### config.mk
export PLATFORM = sky130hd
export DESIGN_NAME = wb_master_bridge
export DESIGN_NICKNAME = d
export VERILOG_FILES = /design/src/rtl/wb_master_pkg.sv /design/src/rtl/wb_master_bridge.sv
export SDC_FILE = /design/constraint.sdc
export NUM_CORES = 1
export LEC_CHECK = 0
export ABC_AREA = 1
export CAP_MARGIN = 5
export CORE_UTILIZATION = 44
export DETAILED_ROUTE_END_ITERATION = 12
export PLACE_DENSITY = 0.8
export REMOVE_ABC_BUFFERS = 1
export SYNTH_ARGS = -nofsm -noshare
export SYNTH_HDL_FRONTEND = slang
export SYNTH_SLANG_ARGS = --single-unit
### constraint.sdc
create_clock -name i_clk -period 1.74 [get_ports i_clk]
set_input_delay 0.522 -clock i_clk [delete_from_list [all_inputs] [get_ports i_clk]]
set_output_delay 0.522 -clock i_clk [all_outputs]
set_load 0.01 [all_outputs]
### src/rtl/wb_master_pkg.sv
// Shared types and constants for the picorv32-to-Wishbone master bridge.
//   state_e     : bridge FSM states
//   CTI_CLASSIC : cycle type identifier driven on every transfer
//   BTE_LINEAR  : burst type extension driven on every transfer
//   ERR_RDATA   : read data returned to the CPU on write or failed completions
package wb_master_pkg;

    typedef enum logic [1:0] {
        ST_IDLE  = 2'd0,
        ST_BUS   = 2'd1,
        ST_RETRY = 2'd2
    } state_e;

    localparam logic [2:0]  CTI_CLASSIC = 3'b000;
    localparam logic [1:0]  BTE_LINEAR  = 2'b00;
    localparam logic [31:0] ERR_RDATA   = 32'h0000_0000;

endpackage

### src/rtl/wb_master_bridge.sv
// Bridges the picorv32 native memory interface to a single-beat Wishbone
// classic master. Each CPU request becomes one bus transaction, terminated by
// ack, err, rty (re-issued up to MAX_RETRIES times) or a no-response timeout.
//   i_clk, i_reset_n      : clock, asynchronous active-low reset
//   mem_valid/instr/addr/wdata/wstrb : CPU request (wstrb == 0 means read)
//   mem_ready, mem_rdata  : one-cycle completion pulse and read data
//   wb_*_o / wb_*_i       : Wishbone classic master port
//   o_bus_error           : pulses with mem_ready on err, retry exhaustion or timeout
//   o_err_addr/o_err_instr: byte address and fetch flag of the last failed request
module wb_master_bridge
    import wb_master_pkg::*;
#(
    parameter int unsigned TIMEOUT_CYCLES = 255,
    parameter int unsigned MAX_RETRIES    = 3
) (
    input  logic        i_clk,
    input  logic        i_reset_n,

    input  logic        mem_valid,
    input  logic        mem_instr,
    input  logic [31:0] mem_addr,
    input  logic [31:0] mem_wdata,
    input  logic [3:0]  mem_wstrb,
    output logic        mem_ready,
    output logic [31:0] mem_rdata,

    output logic [31:0] wb_adr_o,
    output logic [31:0] wb_dat_o,
    input  logic [31:0] wb_dat_i,
    output logic [3:0]  wb_sel_o,
    output logic        wb_we_o,
    output logic        wb_cyc_o,
    output logic        wb_stb_o,
    output logic [2:0]  wb_cti_o,
    output logic [1:0]  wb_bte_o,
    input  logic        wb_ack_i,
    input  logic        wb_err_i,
    input  logic        wb_rty_i,

    output logic        o_bus_error,
    output logic [31:0] o_err_addr,
    output logic        o_err_instr
);

    localparam int unsigned TO_W  = $clog2(TIMEOUT_CYCLES);
    localparam int unsigned RTY_W = (MAX_RETRIES < 1) ? 1 : $clog2(MAX_RETRIES + 1);

    state_e             state_q;
    logic               cyc_q;
    logic               we_q;
    logic [3:0]         sel_q;
    logic [31:0]        addr_q;
    logic [31:0]        dat_q;
    logic               instr_q;
    logic [TO_W-1:0]    to_cnt_q;
    logic [RTY_W-1:0]   rty_cnt_q;
    logic               mem_ready_q;
    logic [31:0]        mem_rdata_q;
    logic               bus_error_q;
    logic [31:0]        err_addr_q;
    logic               err_instr_q;

    logic               to_max;
    logic               rty_max;
    logic               fail;

    // Failure folds slave err, an exhausted retry budget and the timeout into
    // one path; ack outranks rty, err outranks everything.
    assign to_max  = (to_cnt_q == TO_W'(TIMEOUT_CYCLES - 1));
    assign rty_max = (rty_cnt_q == RTY_W'(MAX_RETRIES));
    assign fail    = wb_err_i
                   | (wb_rty_i & ~wb_ack_i & rty_max)
                   | (~wb_ack_i & ~wb_rty_i & to_max);

    // Bridge FSM with all outputs registered.
    always_ff @(posedge i_clk or negedge i_reset_n) begin
        if (!i_reset_n) begin
            state_q     <= ST_IDLE;
            cyc_q       <= 1'b0;
            we_q        <= 1'b0;
            sel_q       <= 4'h0;
            addr_q      <= 32'h0;
            dat_q       <= 32'h0;
            instr_q     <= 1'b0;
            to_cnt_q    <= '0;
            rty_cnt_q   <= '0;
            mem_ready_q <= 1'b0;
            mem_rdata_q <= 32'h0;
            bus_error_q <= 1'b0;
            err_addr_q  <= 32'h0;
            err_instr_q <= 1'b0;
        end else begin
            mem_ready_q <= 1'b0;
            bus_error_q <= 1'b0;
            case (state_q)
                ST_IDLE: begin
                    // mem_ready_q gate keeps the completion cycle from
                    // re-accepting the request the CPU has not yet dropped.
                    if (mem_valid && !mem_ready_q) begin
                        addr_q    <= mem_addr;
                        dat_q     <= mem_wdata;
                        instr_q   <= mem_instr;
                        we_q      <= |mem_wstrb;
                        sel_q     <= (|mem_wstrb) ? mem_wstrb : 4'hF;
                        cyc_q     <= 1'b1;
                        to_cnt_q  <= '0;
                        rty_cnt_q <= '0;
                        state_q   <= ST_BUS;
                    end
                end
                ST_BUS: begin
                    if (fail) begin
                        cyc_q       <= 1'b0;
                        mem_ready_q <= 1'b1;
                        bus_error_q <= 1'b1;
                        mem_rdata_q <= ERR_RDATA;
                        err_addr_q  <= addr_q;
                        err_instr_q <= instr_q;
                        state_q     <= ST_IDLE;
                    end else if (wb_ack_i) begin
                        cyc_q       <= 1'b0;
                        mem_ready_q <= 1'b1;
                        mem_rdata_q <= we_q ? ERR_RDATA : wb_dat_i;
                        state_q     <= ST_IDLE;
                    end else if (wb_rty_i) begin
                        cyc_q     <= 1'b0;
                        rty_cnt_q <= rty_cnt_q + RTY_W'(1);
                        state_q   <= ST_RETRY;
                    end else begin
                        to_cnt_q <= to_cnt_q + TO_W'(1);
                    end
                end
                ST_RETRY: begin
                    // One idle cycle, then re-issue with the latched request.
                    to_cnt_q <= '0;
                    cyc_q    <= 1'b1;
                    state_q  <= ST_BUS;
                end
                default: begin
                    cyc_q   <= 1'b0;
                    state_q <= ST_IDLE;
                end
            endcase
        end
    end

    assign mem_ready   = mem_ready_q;
    assign mem_rdata   = mem_rdata_q;
    assign wb_adr_o    = {addr_q[31:2], 2'b00};
    assign wb_dat_o    = dat_q;
    assign wb_sel_o    = sel_q;
    assign wb_we_o     = we_q;
    assign wb_cyc_o    = cyc_q;
    assign wb_stb_o    = cyc_q;
    assign wb_cti_o    = CTI_CLASSIC;
    assign wb_bte_o    = BTE_LINEAR;
    assign o_bus_error = bus_error_q;
    assign o_err_addr  = err_addr_q;
    assign o_err_instr = err_instr_q;

endmodule

; Word level (Yosys, flattened, before mapping)
; Index checks and enable logic that the tools add are counted.
[totals]
reg_bits = 150
latchBits = 0
ramBits = 0
rom_bits = 0
input_bits = 107
output_inout_bits = 143
wordCells = 76
memories = 0
[classes]
n_addsub = 2
n_mul = 0
n_div = 0
n_lt_le_gt_ge = 0
n_eq_ne = 10
shifts = 0
n_mux = 29
bitwise = 8
reduce_logical = 13
[ops]
columns = op, n
row1 = $mux 32, 3
row2 = $mux 8, 4
row3 = $pmux 8 s3, 1
row4 = $mux 2, 8
row5 = $ne 2x2->1 const B, 5
row6 = $reduce_and 5->1, 2
row7 = $mux 1, 9
row8 = $add 8x1->8 const B, 1
row9 = $eq 8x8->1 const B, 1
row10 = $reduce_and 2->1, 4
row11 = $pmux 2 s3, 1
row12 = $and 1x1->1, 4
row13 = $eq 2x2->1 const B, 2
row14 = $mux 4, 1
row15 = $ne 4x4->1 const B, 1
row16 = $pmux 2 s2, 1
row17 = $reduce_bool 2->1, 2
row18 = $reduce_or 4->1, 1
row19 = $pmux 1 s3, 1
row20 = $reduce_bool 3->1, 1
row21 = $add 2x1->2 const B, 1
row22 = $eq 2x1->1 const B, 1
row23 = $logic_not 2->1, 1
row24 = $not 1->1, 2
row25 = 3 further kinds, 4

; Depth between registers and ports, before layout
[logic_depth]
depth_word = 7
ltp_mapped = 11
mapped_depth_nobuf = 10

; Least setup slack after synthesis
; Ideal clock, no wire load.
[synth_path]
kind = register to register
from = reg to_cnt_q[0]
to = reg err_addr_q[24] (netlist: o_err_addr[24])
setup_ps = 118
t_arrival_ps = 1428
required_ps = 1622
path_slack_ps = 195
stages_incl_launch_ff = 12
n_path_buf = 2
period_less_slack_ps = 1545
path_cell_list = dfrtp_1 inv_1 ha_1 inv_1 nor2_2 nand3_4 nand2_1 nand2_1 buf_6 buf_6 nand2_1 o21ai_2
[synth_between]
elab_chain_len = 4
[synth_lines]
columns = item, line_no
row1 = from (decl), wb_master_bridge.sv:55  ; logic [TO_W-1:0] to_cnt_q;
row2 = from (signal assigned), wb_master_bridge.sv:130  ; to_cnt_q <= to_cnt_q + TO_W'(1);
row3 = $eq 8x8->1, wb_master_bridge.sv:69  ; assign to_max = (to_cnt_q == TO_W'(TIMEOUT_CYCLES - 1));
row4 = $and 1x1->1, wb_master_bridge.sv:73  ; | (~wb_ack_i & ~wb_rty_i & to_max);
row5 = $or 1x1->1, wb_master_bridge.sv:73
row6 = $reduce_and 2->1 (no source line), --
row7 = to (signal assigned), wb_master_bridge.sv:117  ; err_addr_q <= addr_q;
row8 = to (decl), wb_master_bridge.sv:60  ; logic [31:0] err_addr_q;
; No other way between the ends.
; A chain may end at the register's enable or synchronous reset.

; Worst setup path in the final report
[layout_path]
from = reg addr_q[4]
to = out wb_adr_o[4]
[layout_lines]
columns = item, line_no
row1 = from (decl), wb_master_bridge.sv:52  ; logic [31:0] addr_q;
row2 = from (signal assigned), wb_master_bridge.sv:100  ; addr_q <= mem_addr;
row3 = to (decl), wb_master_bridge.sv:27  ; output logic [31:0] wb_adr_o,
; No word-level cell between the ends.

==> results by group <==
GRT
  • Initial antenna violation count: 0
  • Largest net degree at the start of global routing: 53
  • Vias in the first global route: 5,138
  • Total gr overflow: 0
  • GRT Util Overall: 22.0%
  • First-pass GRT wire length: 25.7 mm

Timing
  • Clock skew: 0.00731 ns
  • Fin Setup TNS: 0 ns
  • Pins Over Slew Limit: 0
  • Final setup violation count: 0
  • Final hold vios: 0
  • RSZ-0062 raised after global routing: no
  • Fin crit share: 95.0%
  • Fin worst setup slack: 0.0865 ns
  • Period minus WS final: 1.65 ns
  • Worst hold slack: 0.473 ns
  • Achievable frequency: 0.605 GHz

Synth
  • Netlist cell types: 24
  • Sequential share of the synthesized area: 57.1%
  • Syn Std Cell Area: 6570 um^2
  • Most common cell in the netlist: nand2_1
  • Most used DFF post-synth: dfrtp_1
  • EDFF count, synth: 0
  • Syn_area_per_cell: 8.96 um^2
  • Synth top area cells: dfrtp_1, nand2_1, o21ai_2
  • Most frequent cells after synthesis: nand2_1, dfrtp_1, buf_4
  • Mapped Cells: 733
  • FF+latch count, synth: 150
  • Yosys top cell by area: dfrtp_1
  • Asr flop ratio synth: 100%
  • Yosys warnings: 0
  • Synth top area share: 57.1%

Route
  • # DRC: 0
  • Antenna viol nets, final: 0
  • DR pass1 iterations: 4
  • DR vias: 5,534
  • Vias per Instance: 4.82
  • Routed wire length: 16.7 mm
  • 1st-iter DRT viols: 248
  • Wirelength per Cell: 14.6 um

Floorplanning
  • Ports: 250
  • Die Ht: 124 um
  • Core box area: 14,500 um^2
  • Die width: 124 um
  • Starting Density: 45.2%
  • Die area: 15,400 um^2
  • Row cnt: 44

Worst setup path
  • CP Cell Sequence: dlygate4sd2_1
  • Crit Path Max Fanout: 3
  • Slowest cell on crit path: dfrtp_1
  • Required @ worst endpoint: 1.22 ns
  • Crit-path max cell delay: 0.41 ns
  • CP Class: flip-flop to output pin
  • Worst reg2reg path depth: 10
  • CP top delay family: flip-flops
  • Arr. time, crit path: 1.13 ns
  • Worst path bufs/invs: 1
  • Crit path depth: 1
  • Crit start category: flip-flop
  • Critical path capture point type: output pin

Finish
  • Ant. Diodes: 0
  • Layout fillers: 1,257
  • Final instance area: 9510 um^2
  • Layout area overhead: 44.7%
  • Reg area: 3750 um^2
  • Final net count: 1,062
  • Layout cells sized above 1: 10.8%
  • Multi-input logic area: 2170 um^2

Power and ir drop
  • Overall Power: 15,900 uW
  • Leakage: 0.00499 uW
  • Worst vdd ir: 873 uV
  • Power Dens Cells: 1670 nW/um^2

Outcome
  • Status: finished clean

Place
  • Port-buffer cells: 242
  • Post-DP HPWL: 11.6 mm
  • Placed cell areas: 9040 um^2
  • Post-place setup slack: -0.267 ns
  • Final weighted congestion in routability-driven placement: 0.820

Clock network
  • Worst-Skew Late Latency: 0.41 ns
  • CTS tree: done
  • H-Tree Depth: 4
  • Longest Clk Path Bufs: 2
  • CTS Buf Count: 17
  • Root Driver: clkbuf_16
  • Worst-path clk slew: 0.06 ns
  • # clock sinks: 150

Min path
  • Hold WC Path Type: flip-flop to flip-flop
  • Hold path depth: 2

Flow run
  • Max-Cap Viols: 0
state kept, by name, indices dropped and copies added (netlist names):
signal and flops:
addr_q 32, mem_rdata 32, o_err_addr 32, wb_dat_o 32
to_cnt_q 8, wb_sel_o 4, rty_cnt_q 2, state_q 2
instr_q 1, mem_ready 1, o_bus_error 1, o_err_instr 1
wb_cyc_o 1, wb_we_o 1
worst register-to-register path: stages, from the launching register on:
cell,delay [ns]
dfrtp_1,0.37
inv_1,0.09
ha_1,0.15
inv_1,0.05
nor2_2,0.14
nand3_4,0.10
nand3_1,0.09
nand2_2,0.10
buf_12,0.20
nand2_1,0.13
o21ai_2,0.05
through the flow:
step	utilization [%]	cells
CTS	65.4	1148
finish	65.4	1148
global route	65.4	1148
detailed placement	62.2	1115
floorplan	-	663
global placement	62.2	1115
routing by layer:
layer,up-vias,share of wire [%],track usage [%]
met5,-,0,0
met4,0,1.8,8.41
met3,21,9.7,7.42
met2,225,47,34.5
met1,2582,42,28.1
li1,2706,-,-
cells by family after synthesis:
group / share of synthesized area (%)
buffers and inverters: 10.3
AO/OA/AOI/OAI: 7.14
flip-flops: 57.1
AND/OR/NAND/NOR: 24.7
XOR/XNOR: 0.133
other: 0.0571
adder cells (fa/ha/maj): 0.571
power breakdown:
group / switching, uW / internal, uW
clock network: 1450 / 2380
registers: 811 / 4960
logic: 3530 / 2760
total: 5790 / 10100
path summary, 6_finish.rpt:
kind / slack [ns] / endpoint / start
max in group asynchronous: 0.64 / o_err_addr[23]$_DFFE_PN0P_ / i_reset_n
min reg2reg: 0.47 / o_err_addr[23]$_DFFE_PN0P_ / o_err_addr[23]$_DFFE_PN0P_
max reg2reg: 0.15 / mem_rdata[19]$_DFFE_PN0P_ / to_cnt_q[0]$_DFFE_PN0P_
min in group asynchronous: 0.55 / mem_rdata[30]$_DFFE_PN0P_ / i_reset_n
min: 0.47 / o_err_addr[23]$_DFFE_PN0P_ / o_err_addr[23]$_DFFE_PN0P_
max: 0.09 / wb_adr_o[4] / addr_q[4]$_DFFE_PN0P_
layout make-up:
cell class | count | share of cell area, %
flip-flops and latches | 150 | 39.5
repair buffers | 270 | 27.3
multi-input cells | 474 | 22.8
clock buffers | 21 | 4.95
well taps | 184 | 2.42
inverters | 39 | 1.54
clock inverters | 10 | 1.53
cell usage in the layout (no fill, tap or decap), types with 5 or more instances in the layout:
cell / instances
nand2_1: 320
dfrtp_1: 150
dlygate4sd2_1: 136
clkdlybuf4s50_1: 105
nand4_1: 35
inv_1: 34
o21ai_2: 33
nor2_1: 18
o21ai_1: 18
clkbuf_16: 17
buf_4: 17
nand3_1: 12
o21ai_0: 10
buf_12: 10
conb_1: 7
nand2_2: 5
inv_2: 5
a21oi_1: 5
what timing repair did:
| action | CTS | global route |
|---|---|---|
| gates resized for setup | 136 | 0 |
| hold buffers | 1 | 0 |
| buffers inserted | 1 | 0 |
| endpoints found under the setup margin | 136 | 0 |
| hold endpoints to repair | 22 | 0 |
(Power assumes the default switching activity.)
